==> config.mk <==
export PLATFORM = sky130hd
export DESIGN_NAME = wtm_pump
export DESIGN_NICKNAME = d
export VERILOG_FILES = /design/src/rtl/water_tank_model.sv
export SDC_FILE = /design/constraint.sdc
export NUM_CORES = 1
export LEC_CHECK = 0
export ABC_AREA = 1
export ABC_CLOCK_PERIOD_IN_PS = 3370
export BUFFER_PORTS_ARGS = -buffer_cell sky130_fd_sc_hd__buf_4
export CORE_AREA = 2 2 39 41
export CTS_BUF_LIST = sky130_fd_sc_hd__clkbuf_8
export CTS_CLUSTER_DIAMETER = 60
export CTS_CLUSTER_SIZE = 25
export DETAILED_ROUTE_END_ITERATION = 10
export DIE_AREA = 0 0 41 43
export GPL_TIMING_DRIVEN = 0
export MAX_ROUTING_LAYER = met4
export PLACE_DENSITY = 0.56
export REMOVE_ABC_BUFFERS = 1
export SLEW_MARGIN = 20
export SYNTH_ARGS = -nofsm -noshare
export SYNTH_HDL_FRONTEND = slang
export SYNTH_SLANG_ARGS = --single-unit
==> constraint.sdc <==
create_clock -name clk -period 3.37 [get_ports clk]
set_input_delay 0.8425 -clock clk [delete_from_list [all_inputs] [get_ports clk]]
set_output_delay 0.8425 -clock clk [all_outputs]
set_load 0.02 [all_outputs]
==> src/rtl/water_tank_model.sv <==
// Water tank plant model for closed-loop runs against the pump controller.
// Integrates the tank level from two pumps (each with a spin-up delay) and a
// drain valve, with saturating arithmetic, and produces registered level
// sensors plus overflow/dry status.
// Ports:
//   clk   single clock, all state on the rising edge
//   rst   synchronous, active-high; overrides every input
//   tank  water_tank_model_if.slave (b1/b2/drain in; s1..s4, level,
//         overflow, dry out)
// Parameter constraints: MAX_LEVEL < 2**LEVEL_W, SPINUP_CYC >= 1,
// T1 < T2 < T3 < T4 <= MAX_LEVEL.

// One pump: OFF -> SPINUP -> RUN. 'run' is registered and equals
// (state == RUN), so the level update at an edge sees the pre-edge state.
module wtm_pump #(
  parameter int SPINUP_CYC = 4
) (
  input  logic clk,
  input  logic rst,
  input  logic cmd,
  output logic run
);
  localparam int CNT_W = (SPINUP_CYC < 1) ? 1 : $clog2(SPINUP_CYC + 1);
  localparam logic [CNT_W-1:0] CNT_LAST = CNT_W'(SPINUP_CYC - 1);

  typedef enum logic [1:0] {
    OFF    = 2'd0,
    SPINUP = 2'd1,
    RUN    = 2'd2
  } state_t;

  state_t           state;
  logic [CNT_W-1:0] cnt;

  always_ff @(posedge clk) begin
    if (rst) begin
      state <= OFF;
      cnt   <= '0;
      run   <= 1'b0;
    end else begin
      case (state)
        OFF: begin
          if (cmd) begin
            state <= SPINUP;
            cnt   <= '0;
          end
          run <= 1'b0;
        end
        SPINUP: begin
          if (!cmd) begin
            state <= OFF;
            run   <= 1'b0;
          end else if (cnt == CNT_LAST) begin
            state <= RUN;
            run   <= 1'b1;
          end else begin
            cnt <= cnt + 1'b1;
            run <= 1'b0;
          end
        end
        RUN: begin
          // Dropping the command takes effect on this edge; the level
          // update on the same edge still counts this pump once more.
          if (!cmd) begin
            state <= OFF;
            run   <= 1'b0;
          end else begin
            run <= 1'b1;
          end
        end
        default: begin
          state <= OFF;
          cnt   <= '0;
          run   <= 1'b0;
        end
      endcase
    end
  end
endmodule


* After elaboration in Yosys (flattened, before gate mapping)
Cells that the tools add are included.
Cells by class: reduce and logical (&&, ||, !) cells 3, mux-type cells 13, equality and inequality tests 8, bitwise gates (word level) 1, add/sub/neg operators 1
Operators with widths (number):
- $mux 3 | 3
- $pmux 3 s3 | 1
- $mux 2 | 4
- $ne 2x2->1 const B | 4
- $pmux 2 s3 | 1
- $reduce_and 4->1 | 1
- $add 3x1->3 const B | 1
- $eq 3x2->1 const B | 1
- $mux 1 | 3
- $ne 3x3->1 const B | 1
- $reduce_and 3->1 | 1
- $eq 2x1->1 const B | 1
- $eq 2x2->1 const B | 1
- $logic_not 2->1 | 1
- $pmux 1 s2 | 1
- $not 1->1 | 1
Storage, ports and cells: input port bits 3, word-level logic and storage cells 29, output and inout bits 1, flip-flop bits (word level) 6

* Longest topological paths before layout
word-level depth 4, gate-level depth with buffers 8, depth with buffers taken out 8

* Worst setup path after synthesis
No wires, ideal clock.
path type in2reg, start input port cmd, end register cnt[0], data required time 3.306 ns, library setup time 0.064 ns, buffers on the path 0, path slack 2.078 ns, data arrival time 1.228 ns, stages 5, cell sequence inv_2 -> o21ai_0 -> nand3_1 -> nand2_1 -> nor2_1
On the way: longest elaborated chain between the ends 2, elaborated cells on any way between the ends 3, classes of those cells eq/ne (2); reduce/logical (1)
Ends and longest elaborated chain:
- from (decl) | line 20 | input logic cmd,
- $ne 2x2->1 (no line)
- $reduce_and 4->1 (no line) *
- to (signal assigned) | line 57 | cnt <= cnt + 1'b1;
- to (decl) | line 33 | logic [CNT_W-1:0] cnt;
Every way passes the cells marked *; elsewhere a longest branch is shown, timed or not. A chain may end at the register's enable or synchronous reset.

* Final worst setup path
start register run, end output port run
RTL lines:
- from (decl) | line 21 | output logic run
- from (signal assigned) | line 39 | run <= 1'b0;
- from (signal assigned) | line 47 | run <= 1'b0;
- from (signal assigned) | line 52 | run <= 1'b0;
No word-level cell between the ends.

==> impl_metrics.json <==
{
  "grt_pass1_vias": 306,
  "gr-total-overflow": 0,
  "hold_end": "cnt[2]",
  "die-area_mm2": 0.001763,
  "cts.path.max_buffers": 2,
  "worstSetupEndpointType": "output pin",
  "rsz0062_at_grt": "no",
  "portBuffers": 3,
  "grt_pass1_wl_mm": 1.242,
  "htreeDepth": 1,
  "tritoncts": "built",
  "clk_pin_slew_ns": 0.03,
  "vias": 342,
  "yosys_warnings": 0,
  "drtPass1Iterations": 2,
  "stdcell_area_um2": 485.5,
  "max_cap_viol_count": 0,
  "fin_nets": 77,
  "clk_latency_ns": 0.22,
  "min_path_cells": 2,
  "ys_seq_area_share_pct": 29.91,
  "p_switching_uw": 133.1,
  "period_minus_slack_ns": 1.502,
  "cts.sinks": 6,
  "r2r-start": "state[1]",
  "hold_buffers": 0,
  "syn_inst": 60,
  "min_from": "cnt[2]",
  "die_w_um": 41,
  "synthXorXnorAreaFrac_pct": 0,
  "crit_required_ns": 2.53,
  "reg2reg_slack_ns": 2.02,
  "placed_cell_area_um2": 444.2,
  "start_util_pct": 29.02,
  "synth_top_area_share_pct": 29.91,
  "area_growth_pct": 20.87,
  "hp-class": "flop to flop",
  "synth_area_leaders": "dfxtp_1 (30%), ha_1 (19%), nor2_1 (13%)",
  "clkPwrFrac_pct": 28.7,
  "place.gp.congestion": 0.6547,
  "startpoint_type": "flop",
  "slew_viol_final": 0,
  "power_frac_comb_pct": 42.6,
  "ys_types": 12,
  "drive_above_1_share_pct": 18.18,
  "grt_max_degree": 8,
  "tightest_slew_ns": 0.3244,
  "synth_fa_ha_area_share_pct": 18.69,
  "p_seq_share_pct": 28.6,
  "hold_slack_ns": 0.4793,
  "status": "completed",
  "cts_resized": 0,
  "routedWlPerCell_um": 7.939,
  "fin_setup_tns_ns": 0,
  "grt_usage_pct": 10.61,
  "synthesis.area_um2": 401.6,
  "wirelength_um": 651,
  "fmaxAchievable_mhz": 665.8,
  "cp_cell_sequence": "buf_4",
  "max-slew-margin-rel_pct": 78.14,
  "numCtsBuffers": 3,
  "die_h_um": 43,
  "drt_iter0_markers": 1,
  "core_area_mm2": 0.001384,
  "cts.root.buffer_cell": "clkbuf_8",
  "post_synth_mux_area_share_pct": 0,
  "fin_worst_skew_ns": 0.001475,
  "ios": 4,
  "ys_ff_latch": 6,
  "setup_viol": 0,
  "fp-row-count": 14,
  "arrival_ns": 0.66,
  "fill_cells": 153,
  "layout_commonest_cell": "nor2_1",
  "antenna_found_initial": 0,
  "avgSynthCellArea_um2": 6.694,
  "critical-path-slowest-cell": "dfxtp_1",
  "internal_power_uw": 228.7,
  "cellLeakagePower_uw": 0.0002556,
  "vdd_ir_drop_max_mv": 0.2583,
  "r2r_cells": 6,
  "layout_common_cells": "nor2_1 (14), nand2_1 (12), inv_1 (8)",
  "hold_viol": 0,
  "n_antenna_cell": 0,
  "cpPeakStageDelay_ns": 0.31,
  "critical_path_buf_inv_count": 1,
  "synth_top_family_by_area": "simple AND/OR/NAND/NOR gates",
  "synth_area_leader_cell": "dfxtp_1",
  "critPathMaxFanout": 1,
  "synthSimpleGateAreaFrac_pct": 40.81,
  "cts_setup_buffers": 0,
  "fin_util_pct": 35.08,
  "ant_nets": 0,
  "power_density_mw_per_mm2": 745.2,
  "cp_top_family": "flip-flops",
  "rr_endpoint": "cnt[1]",
  "switching_share_pct": 36.78,
  "synth_compound_area_share_pct": 1.246,
  "post-route-period-util_pct": 44.57,
  "drc_errors": 0,
  "viasPerCell": 4.171,
  "place_hpwl_um": 556.3,
  "path_class": "flop to output pin"
}
worst max path at each step:
stage,slack [ns],to,start,cells past startpoint
6_report,1.87,run,run,1
5_1_grt,1.83,run,run,1
4_1_cts,1.87,run,run,1
3_5_place_dp,1.84,cnt[1],cmd,6
3_3_place_gp,1.85,cnt[1],cmd,6
2_1_floorplan,2.08,cnt[0],cmd,5
sequential cells by signal, summed over array words and instances, names as in the netlist:
register	count
run	1
cnt	3
state	2
area by class of cell:
cell class | count | area [µm²] | area share, %
Clock buffer | 3 | 41.29 | 8.505
Inverter | 10 | 37.54 | 7.732
Multi-Input combinational cell | 44 | 244.0 | 50.26
Sequential cell | 6 | 120.1 | 24.74
Tap cell | 16 | 20.02 | 4.124
Timing Repair Buffer | 3 | 22.52 | 4.639
kinds of logic after synthesis:
family / Yosys count
and+or+nand+nor: 37
buffers and inverters: 10
adders and majority gates: 6
DFF: 6
AOI/OAI and AO/OA: 1
stage by stage:
step	worst slack [ns]	power (µW)	cells
CTS	1.865	371.1	82
detailed placement	1.842	263.7	79
global route	1.832	402.6	82
floorplan	2.078	232.9	60
global placement	1.850	260.0	79
finish	1.868	361.8	82
routing by layer:
metal	up-vias	share of wire (%)	global-route usage (%)
met3	0	1.4	4.712
met2	2	48	14.37
met5	-	0	-
met4	0	0	4.000
li1	194	-	-
met1	146	50	13.55
synth_stat cells:
library cell / number
o21ai_0: 1
nand2_2: 2
nand2_4: 1
dfxtp_1: 6
nor2_2: 1
inv_1: 8
nand4_1: 1
nor2_1: 14
ha_1: 6
nand3_1: 6
inv_2: 2
nand2_1: 12
power groups by stage:
| stage | logic, µW | clock network [µW] | registers, µW |
|---|---|---|---|
| 6_report | 154 | 104 | 104 |
| 2_1_floorplan | 130 | 0 | 103 |
| 3_3_place_gp | 156 | 0 | 104 |
| 4_1_cts | 160 | 108 | 104 |
| 3_5_place_dp | 159 | 0 | 105 |
| 5_1_grt | 184 | 112 | 106 |
Note: power is estimated with default switching activity, not from simulation.
